[src/rtl/harness_pkg.sv]
`default_nettype none
// ============================================================================
//  Module      : harness_pkg
//  Description : Shared definitions for the harness GPIO ownership switch:
//                project count, id width, FSM state encoding and the
//                "no owner" reset vector.
//  Revision    : 1.0 - initial release
// ============================================================================
package harness_pkg;

  localparam int NUM_PROJ = 4;
  localparam int ID_W     = 2;

  // Every project held in reset: nobody owns the GPIO pins.
  localparam logic [NUM_PROJ-1:0] c_RST_ALL_ONES = {NUM_PROJ{1'b1}};

  typedef enum logic [2:0] {
    ST_IDLE    = 3'd0,
    ST_ISOLATE = 3'd1,
    ST_HOLD    = 3'd2,
    ST_RELEASE = 3'd3,
    ST_RUN     = 3'd4
  } state_t;

endpackage : harness_pkg
`default_nettype wire

[src/rtl/project_switch_ctrl_phase_counter.sv]
`default_nettype none
// ============================================================================
//  Module      : phase_counter
//  Description : Up-counter with synchronous clear and count enable, plus a
//                terminal-count compare against a runtime-selected limit.
//                One instance times guard, hold and dwell intervals.
//  Revision    : 1.0 - initial release
// ============================================================================
module phase_counter
  import harness_pkg::*;
#(
  parameter int CNT_W = 24
) (
  input  logic             clk,
  input  logic             rst,
  input  logic             i_clear,
  input  logic             i_enable,
  input  logic [CNT_W-1:0] i_last,
  output logic             o_tc
);

  logic [CNT_W-1:0] r_count;

  // Clear wins over enable so a state entry always starts from zero.
  always_ff @(posedge clk) begin
    if (rst) begin
      r_count <= '0;
    end else if (i_clear) begin
      r_count <= '0;
    end else if (i_enable) begin
      r_count <= r_count + 1'b1;
    end
  end

  assign o_tc = (r_count == i_last);

endmodule : phase_counter
`default_nettype wire

[src/rtl/project_switch_ctrl.sv]
`default_nettype none
// ============================================================================
//  Module      : project_switch_ctrl
//  Description : Hands ownership of the shared harness GPIO pins from one
//                user project to another. Every switch isolates the outputs,
//                holds all projects in reset, then releases only the target.
//                Optional round-robin rotation after a fixed dwell time.
//  Revision    : 1.0 - initial release
// ============================================================================
module project_switch_ctrl
  import harness_pkg::*;
#(
  parameter int NUM_PROJ     = harness_pkg::NUM_PROJ,
  parameter int ID_W         = harness_pkg::ID_W,
  parameter int GUARD_CYCLES = 2,
  parameter int RST_CYCLES   = 4,
  parameter int DWELL_CYCLES = 1000,
  parameter int CNT_W        = 24
) (
  input  logic                clk,
  input  logic                reset,
  input  logic                sel_valid,
  input  logic [ID_W-1:0]     sel_id,
  output logic                sel_ready,
  input  logic                stop,
  input  logic                auto_en,
  output logic [NUM_PROJ-1:0] proj_reset,
  output logic                gpio_oe,
  output logic [ID_W-1:0]     active_id,
  output logic                active_valid,
  output logic                sel_err
);

  localparam logic [NUM_PROJ-1:0] c_ALL_ONES   = {NUM_PROJ{1'b1}};
  localparam logic [CNT_W-1:0]    c_GUARD_LAST = CNT_W'(GUARD_CYCLES - 1);
  localparam logic [CNT_W-1:0]    c_HOLD_LAST  = CNT_W'(RST_CYCLES - 1);
  localparam logic [CNT_W-1:0]    c_DWELL_LAST = CNT_W'(DWELL_CYCLES - 1);
  localparam logic [ID_W-1:0]     c_LAST_ID    = ID_W'(NUM_PROJ - 1);

  // Registered state and outputs
  state_t              r_state;
  logic                r_stop;
  logic [NUM_PROJ-1:0] r_proj_reset;
  logic                r_gpio_oe;
  logic [ID_W-1:0]     r_active_id;
  logic                r_active_valid;
  logic                r_sel_ready;
  logic                r_sel_err;

  // Next-state / next-output values
  state_t              w_state_nxt;
  logic                w_stop_nxt;
  logic [NUM_PROJ-1:0] w_proj_reset_nxt;
  logic                w_gpio_oe_nxt;
  logic [ID_W-1:0]     w_id_nxt;
  logic                w_active_valid_nxt;
  logic                w_sel_ready_nxt;
  logic                w_sel_err_nxt;

  logic                w_id_bad;
  logic                w_fire;
  logic                w_stop_run;
  logic                w_sel_ok;
  logic [ID_W-1:0]     w_rot_id;
  logic [NUM_PROJ-1:0] w_release_vec;
  logic                w_cnt_clear;
  logic                w_cnt_enable;
  logic [CNT_W-1:0]    w_cnt_last;
  logic                w_tc;

  // Out-of-range ids only exist when the id field can encode more than NUM_PROJ values.
  generate
    if ((1 << ID_W) > NUM_PROJ) begin : g_id_chk
      assign w_id_bad = (sel_id >= ID_W'(NUM_PROJ));
    end else begin : g_id_all_valid
      assign w_id_bad = 1'b0;
    end
  endgenerate

  // A handshake completes whenever ready is high; stop in RUN pre-empts the request entirely.
  assign w_fire     = sel_valid && r_sel_ready;
  assign w_stop_run = (r_state == ST_RUN) && stop;
  assign w_sel_ok   = w_fire && !w_stop_run && !w_id_bad;
  assign w_rot_id   = (r_active_id == c_LAST_ID) ? '0 : r_active_id + 1'b1;

  // Shared interval counter: restarts on every state change.
  assign w_cnt_clear = (w_state_nxt != r_state);

  // Select which interval the counter is timing in the current state.
  always_comb begin
    w_cnt_enable = 1'b0;
    w_cnt_last   = c_DWELL_LAST;
    case (r_state)
      ST_ISOLATE: begin
        w_cnt_enable = 1'b1;
        w_cnt_last   = c_GUARD_LAST;
      end
      ST_HOLD: begin
        w_cnt_enable = 1'b1;
        w_cnt_last   = c_HOLD_LAST;
      end
      ST_RUN: begin
        // Dropping auto_en freezes the dwell count rather than clearing it.
        w_cnt_enable = auto_en;
        w_cnt_last   = c_DWELL_LAST;
      end
      default: begin
        w_cnt_enable = 1'b0;
        w_cnt_last   = c_DWELL_LAST;
      end
    endcase
  end

  phase_counter #(
    .CNT_W (CNT_W)
  ) u_phase_counter (
    .clk      (clk),
    .rst      (reset),
    .i_clear  (w_cnt_clear),
    .i_enable (w_cnt_enable),
    .i_last   (w_cnt_last),
    .o_tc     (w_tc)
  );

  // Reset vector that releases only the next owner.
  always_comb begin
    w_release_vec = c_ALL_ONES;
    for (int i = 0; i < NUM_PROJ; i++) begin
      w_release_vec[i] = (ID_W'(i) != w_id_nxt);
    end
  end

  // Next-state logic; in RUN the priority is stop > select > auto rotation.
  always_comb begin
    w_state_nxt   = r_state;
    w_stop_nxt    = r_stop;
    w_id_nxt      = r_active_id;
    w_sel_err_nxt = w_fire && !w_stop_run && w_id_bad;
    case (r_state)
      ST_IDLE: begin
        if (w_sel_ok) begin
          w_state_nxt = ST_ISOLATE;
          w_id_nxt    = sel_id;
          w_stop_nxt  = 1'b0;
        end
      end
      ST_ISOLATE: begin
        if (w_tc) begin
          w_state_nxt = ST_HOLD;
        end
      end
      ST_HOLD: begin
        if (w_tc) begin
          if (r_stop) begin
            w_state_nxt = ST_IDLE;
            w_stop_nxt  = 1'b0;
          end else begin
            w_state_nxt = ST_RELEASE;
          end
        end
      end
      ST_RELEASE: begin
        w_state_nxt = ST_RUN;
      end
      ST_RUN: begin
        if (stop) begin
          w_state_nxt = ST_ISOLATE;
          w_stop_nxt  = 1'b1;
        end else if (w_sel_ok) begin
          // Re-selecting the current owner still forces a full re-reset.
          w_state_nxt = ST_ISOLATE;
          w_id_nxt    = sel_id;
        end else if (auto_en && w_tc) begin
          w_state_nxt = ST_ISOLATE;
          w_id_nxt    = w_rot_id;
        end
      end
      default: begin
        w_state_nxt = ST_IDLE;
        w_stop_nxt  = 1'b0;
      end
    endcase
  end

  // Output values are decoded from the state being entered so they register alongside it.
  always_comb begin
    w_proj_reset_nxt   = c_ALL_ONES;
    w_gpio_oe_nxt      = 1'b0;
    w_active_valid_nxt = 1'b0;
    w_sel_ready_nxt    = 1'b0;
    case (w_state_nxt)
      ST_IDLE: begin
        w_sel_ready_nxt = 1'b1;
      end
      ST_ISOLATE: begin
        // Old owner keeps running with its outputs isolated.
        w_proj_reset_nxt = r_proj_reset;
      end
      ST_HOLD: begin
        w_proj_reset_nxt = c_ALL_ONES;
      end
      ST_RELEASE: begin
        w_proj_reset_nxt = w_release_vec;
      end
      ST_RUN: begin
        w_proj_reset_nxt   = r_proj_reset;
        w_gpio_oe_nxt      = 1'b1;
        w_active_valid_nxt = 1'b1;
        w_sel_ready_nxt    = 1'b1;
      end
      default: begin
        w_proj_reset_nxt = c_ALL_ONES;
      end
    endcase
  end

  // State and output registers; reset returns to IDLE from any state.
  always_ff @(posedge clk) begin
    if (reset) begin
      r_state        <= ST_IDLE;
      r_stop         <= 1'b0;
      r_proj_reset   <= c_ALL_ONES;
      r_gpio_oe      <= 1'b0;
      r_active_id    <= '0;
      r_active_valid <= 1'b0;
      r_sel_ready    <= 1'b1;
      r_sel_err      <= 1'b0;
    end else begin
      r_state        <= w_state_nxt;
      r_stop         <= w_stop_nxt;
      r_proj_reset   <= w_proj_reset_nxt;
      r_gpio_oe      <= w_gpio_oe_nxt;
      r_active_id    <= w_id_nxt;
      r_active_valid <= w_active_valid_nxt;
      r_sel_ready    <= w_sel_ready_nxt;
      r_sel_err      <= w_sel_err_nxt;
    end
  end

  assign proj_reset   = r_proj_reset;
  assign gpio_oe      = r_gpio_oe;
  assign active_id    = r_active_id;
  assign active_valid = r_active_valid;
  assign sel_ready    = r_sel_ready;
  assign sel_err      = r_sel_err;

endmodule : project_switch_ctrl
`default_nettype wire

[config.mk]
export PLATFORM = sky130hd
export DESIGN_NAME = project_switch_ctrl
export DESIGN_NICKNAME = d
export VERILOG_FILES = /design/src/rtl/harness_pkg.sv /design/src/rtl/project_switch_ctrl_phase_counter.sv /design/src/rtl/project_switch_ctrl.sv
export SDC_FILE = /design/constraint.sdc
export NUM_CORES = 1
export LEC_CHECK = 0
export ABC_AREA = 0
export CORE_AREA = 5 5 64 66
export DETAILED_ROUTE_END_ITERATION = 10
export DIE_AREA = 0 0 69 71
export PLACE_DENSITY = 0.82
export SYNTH_ARGS = -nofsm -noshare
export SYNTH_HDL_FRONTEND = slang
export SYNTH_SLANG_ARGS = --single-unit
[constraint.sdc]
create_clock -name clk -period 3.6 [get_ports clk]
set_input_delay 1.08 -clock clk [delete_from_list [all_inputs] [get_ports clk]]
set_output_delay 1.08 -clock clk [all_outputs]
set_load 0.03 [all_outputs]
# [After elaboration in Yosys (flattened, before gate mapping)]
# Index checks and enable logic that the tools add are counted.
[word_totals] ff_bits=36 latchBits=0 ramBits=0 rom_bits=0 input_bits=7 output_inout_bits=10 memories=0
[classes] n_addsub=2 mul=0 div_mod_pow=0 n_lt_le_gt_ge=0 eq_ne=16 shifts=0 muxes=23 bitwise=1 reduce_logical=14
[ops] op="$add 24x1->24 const B" count=1
[ops] op="$eq 24x10->1" count=1
[ops] op="$pmux 10 s2" count=1
[ops] op="$mux 3" count=6
[ops] op="$pmux 3 s5" count=1
[ops] op="$mux 2" count=6
[ops] op="$reduce_or 2->1" count=5
[ops] op="$eq 3x2->1 const B" count=3
[ops] op="$pmux 4 s2" count=1
[ops] op="$eq 3x1->1 const B" count=2
[ops] op="$eq 3x3->1 const B" count=2
[ops] op="$logic_not 3->1" count=2
[ops] op="$ne 2x2->1 const B" count=3
[ops] op="$mux 1" count=5
[ops] op="$logic_and 1x1->1" count=4
[ops] op="$ne 2x2->1 const A" count=2
[ops] op="$pmux 1 s4" count=1
[ops] op="$pmux 2 s2" count=1
[ops] op="$reduce_and 4->1" count=1
[ops] op="$ne 3x3->1" count=1
[ops] op="$add 2x1->2 const B" count=1
[ops] op="$eq 2x2->1 const B" count=1
[ops] op="$ne 1x2->1 const A" count=1
[ops] op="$pmux 1 s2" count=1
[ops] op="3 further kinds" count=3

# [Logic depth before layout (Yosys ltp)]
[logic_depth] depth_word=11 depth_mapped=9

# [By module]
# A second synthesis with hierarchy kept.
[unflattened] cells_unflattened=257 hier_area_um2=2167.1
[modules_own_cells] mod="phase_counter" instances=1 cells_each=164 area_per_inst_um2=1392.6
[modules_own_cells] mod="project_switch_ctrl" instances=1 cells_each=93 area_per_inst_um2=774.5

# [Worst setup path after synthesis]
# No wires, ideal clock.
[synth_timing] kind="reg2reg" startpoint="register u_phase_counter.r_count[5]" endpoint="register r_proj_reset[3] (netlist: proj_reset[3])" arrival_ns=2.674 slack_ns=0.798 path_stages_with_launch=8 n_path_buf=0 path_cell_list="dfxtp_1 or4_1 or4b_4 a2111oi_4 a21oi_2 and4bb_4 or3_1 a2bb2oi_1"
[synth_via] elab_chain_cells=9 word_cells_on_any_way=18 cone_classes="5 x eq/ne; 11 x mux; 2 x reduce/logical"
[synth_rtl] element="from (decl)" line_no="project_switch_ctrl_phase_counter.sv:22" source="logic [CNT_W-1:0] r_count;"
[synth_rtl] element="from (signal assigned)" line_no="project_switch_ctrl_phase_counter.sv:31" source="r_count <= r_count + 1'b1;"
[synth_rtl] element="$eq 24x10->1 *" line_no="project_switch_ctrl_phase_counter.sv:35" source="assign o_tc = (r_count == i_last);"
[synth_rtl] element="$logic_and 1x1->1" line_no="project_switch_ctrl.sv:173" source="end else if (auto_en && w_tc) begin"
[synth_rtl] element="$mux 3" line_no="project_switch_ctrl.sv:173"
[synth_rtl] element="$mux 3" line_no="project_switch_ctrl.sv:169" source="end else if (w_sel_ok) begin"
[synth_rtl] element="$mux 3" line_no="project_switch_ctrl.sv:166" source="if (stop) begin"
[synth_rtl] element="$pmux 3 s5" line_no="project_switch_ctrl.sv:139" source="case (r_state)"
[synth_rtl] element="$eq 3x3->1 / $eq 3x1->1 (equally long branches)" line_no="project_switch_ctrl.sv:191" source="case (w_state_nxt)"
[synth_rtl] element="$reduce_or 2->1 (no source line)"
[synth_rtl] element="$pmux 4 s2" line_no="project_switch_ctrl.sv:191"
[synth_rtl] element="to (signal assigned)" line_no="project_switch_ctrl.sv:222" source="r_proj_reset <= c_ALL_ONES;"
[synth_rtl] element="to (signal assigned)" line_no="project_switch_ctrl.sv:231" source="r_proj_reset <= w_proj_reset_nxt;"
[synth_rtl] element="to (decl)" line_no="project_switch_ctrl.sv:43" source="logic [NUM_PROJ-1:0] r_proj_reset;"
# Mark *: on every way between the ends. The rest lies on a longest branch, timed or not.
# A chain may end at the register's enable or synchronous reset.

# [Worst setup path in the final report]
[layout_timing] startpoint="register u_phase_counter.r_count[5]" endpoint="register u_phase_counter.r_count[20]"
[layout_via] elab_chain_cells=8 word_cells_on_any_way=11 cone_classes="1 x add/sub; 2 x eq/ne; 6 x mux; 2 x reduce/logical"
[layout_rtl] element="$eq 24x10->1" line_no="project_switch_ctrl_phase_counter.sv:35"
[layout_rtl] element="$logic_and 1x1->1" line_no="project_switch_ctrl.sv:173"
[layout_rtl] element="$mux 3" line_no="project_switch_ctrl.sv:173"
[layout_rtl] element="$mux 3" line_no="project_switch_ctrl.sv:169"
[layout_rtl] element="$mux 3" line_no="project_switch_ctrl.sv:166"
[layout_rtl] element="$pmux 3 s5" line_no="project_switch_ctrl.sv:139"
[layout_rtl] element="$ne 3x3->1" line_no="project_switch_ctrl.sv:87" source="assign w_cnt_clear = (w_state_nxt != r_state);"
[layout_rtl] element="$reduce_or 2->1 (no source line)"
# Several ways; a longest one is shown, not always the timed one.

==> metrics <==
Syn-to-layout area delta=11.0%; Final #Nets=251; Cell Chain, Critical Path=or4_1, or4b_4, a2111oi_4, nor4b_1, o21a_1, a211o_2, nor2_1; Slew HR=58.2%; Clk Latency, worst-skew pair=0.35 ns; initial antenna violation count=0; vias in the first global route=1,479; synth warn=0; initial detailed-routing violation count=130; row cnt=22; H-tree level count=2; Post-synth EDFFs=0; CP Depth=7; Remaining DRCs=0; Syn Nets=238; Tightest Hold Check Type=flip-flop to flip-flop; CTS sink count=36; Crit path largest cell delay=0.55 ns; f_max=324 MHz; critical path startpoint category=flip-flop; largest net degree at the start of global routing=25; die width=69 um; WL/cell=13.7 um; Worst EP required=3.82 ns; period utilization=85.7%; Initial Util=54.3%; share of cells above drive strength 1=6.20%; Mapped Area=1910 sq um; Die Area=4900 sq um; Seq/Total Area, Yosys=37.6%; Crit. End Element=flip-flop; Slowest-stage cell, CP=or4b_4; final hold viol count=0; Vias=1,663; global-route wire length before repair=6.67 mm; vias per cell=5.73; post-CTS resize count=0; CTS Buffer Depth=2; Peak VDD IR=0.251 mV; Cells on Worst Hold Path=1; Clock Skew=0.0136 ns; CTS tree=yes; setup_tns=0 ns; Tmin final=3.09 ns; WP data arrival=3.30 ns; Post-Syn Instances=229; P per Cell Area=344 nW/um^2; max-slew violation count=0; Async S/R FF share, synth=0%; Post-DRT Antenna Nets=0; Main synth FF type=dfxtp_1; IO buf count=15; final non-filler cell total=290; n_diodes=0; Total Wirelength=3.98 mm; CTS Buf Count=5; total track usage=16.7%; setup violators final=0; Pleak=0.000734 uW; critical path type=flip-flop to flip-flop; # placed instances=283; Post-CTS Hold Buffers=0; Total Power=731 uW; total grt overflow=0; worst reg-to-reg path cell count=7; root buffer cell=clkbuf_4; Avg Cell Area, Syn=8.36 sq um; RSZ-0062 raised after global routing=no; Die Y=71 um; Worst-path clk slew=0.11 ns; Yosys reg bits=36; status=complete, no violations; MaxCap Viol Count=0; CP max FO=24; CORE AREA=3520 sq um; Worst-Margin Slew=0.619 ns; GP Congestion=0.825; DRT Pass-1 Iters=4; CP top delay family=simple AND/OR/NAND/NOR gates; dpl hpwl=2.82 mm; WP buf/inv=0; Distinct cells, synth=53; top-level I/O count=17; Setup Buffers After CTS=0
cell usage in the layout, fill, tap and decap left out, drive strengths merged, types with 3 or more instances in the layout:
cell type      synthesis  final
a31oi                  3      3
a21oi                  9      9
xor2                  16     16
nand4                  7      7
nor4                   9      9
buf                    5      3
nand2                 17     17
clkdlybuf4s50          0     15
clkbuf                 7      6
dfxtp                 36     36
nor3                   6      6
o21ai                  5      5
xnor2                  9      9
inv                    6      6
nand3                  9      9
nor2                  37     37
a2bb2oi                3      3
o22ai                  3      3
registers in the layout, summed over array words and instances (netlist names):
name,flops
r_stop,1
u_phase_counter.r_count,24
proj_reset,4
r_state,3
sel_ready,1
active_id,2
active_valid,1
synth_stat cells (2+ instances only):
cell type | count | share of area (%)
and4_1 | 2 | 0.92
clkbuf_1 | 7 | 1.4
buf_4 | 2 | 0.78
inv_1 | 6 | 1.2
nand2b_1 | 2 | 0.65
a31oi_1 | 3 | 0.98
o22ai_1 | 3 | 0.98
xnor2_1 | 9 | 4.1
o21ai_0 | 5 | 1.3
xor2_1 | 16 | 7.3
dfxtp_1 | 36 | 38
ha_1 | 2 | 1.3
a2bb2oi_1 | 3 | 1.4
nor2b_1 | 2 | 0.65
a221oi_1 | 2 | 0.92
nand2_1 | 17 | 3.3
and3_1 | 2 | 0.65
buf_6 | 2 | 1.2
nor2_1 | 37 | 7.3
nand4_1 | 7 | 2.3
nor4_1 | 9 | 2.9
nand3_1 | 9 | 2.4
nor3_1 | 6 | 1.6
o32ai_1 | 2 | 0.92
a21oi_1 | 8 | 2.1
or3_1 | 2 | 0.65
a221o_1 | 2 | 1.0
final timing paths:
kind                                                               from                                       end  slack [ns]
worst max-delay path            u_phase_counter.r_count[5]$_SDFFE_PP0P_  u_phase_counter.r_count[20]$_SDFFE_PP0P_        0.51
worst min-delay path                         proj_reset[1]$_SDFFE_PP1N_                proj_reset[1]$_SDFFE_PP1N_        0.51
worst max register to register  u_phase_counter.r_count[5]$_SDFFE_PP0P_  u_phase_counter.r_count[20]$_SDFFE_PP0P_        0.51
worst min register to register               proj_reset[1]$_SDFFE_PP1N_                proj_reset[1]$_SDFFE_PP1N_        0.51
area by class of cell:
cell class | instances | area, sq um
clock buffer | 6 | 41.3
tap | 48 | 60.1
inverter | 6 | 22.5
clock inverter | 1 | 5.00
sequential | 36 | 721
timing repair buffer | 18 | 173
multi-input combinational | 175 | 1100
fill | 340 | 1400
routing by layer:
layer  vias up  global-route usage (%)  part of all wire (%)
met5         -                       0                     0
met4         0                    6.94                   1.8
met3         8                    5.11                   5.0
met2        40                    25.6                    45
met1       769                    21.7                    49
li1        846                       -                     -
cells by family (layout without fill, tap and decap cells):
kind of cell	Yosys count	count (layout)	synth area share, %
simple gates	105	105	27.9
compound gates	41	41	16.3
flops	36	36	37.6
xor+xnor	25	25	11.4
buf+inv	18	31	4.71
fa+ha+maj	2	2	1.31
other cells	1	1	0.196
mux	1	1	0.523
metrics by stage:
step | hold WS, ns | util, % | worst slack (ns) | cell area (sq um)
floorplan | 0.473 | - | 0.798 | 1910
global placement | 0.495 | 59.0 | 0.444 | 2080
detailed placement | 0.491 | 59.0 | 0.359 | 2080
CTS | 0.510 | 60.3 | 0.526 | 2130
global route | 0.518 | 60.3 | 0.307 | 2130
finish | 0.510 | 60.3 | 0.514 | 2130
power by group:
part           total (uW)  leakage, uW  switching, uW  internal, uW
logic                 114     0.000415           67.3          46.6
clock network         203    0.0000281            131          71.9
registers             414     0.000291           9.72           404
total                 731     0.000734            208           523
No activity file was read; power rests on OpenSTA's default activity.
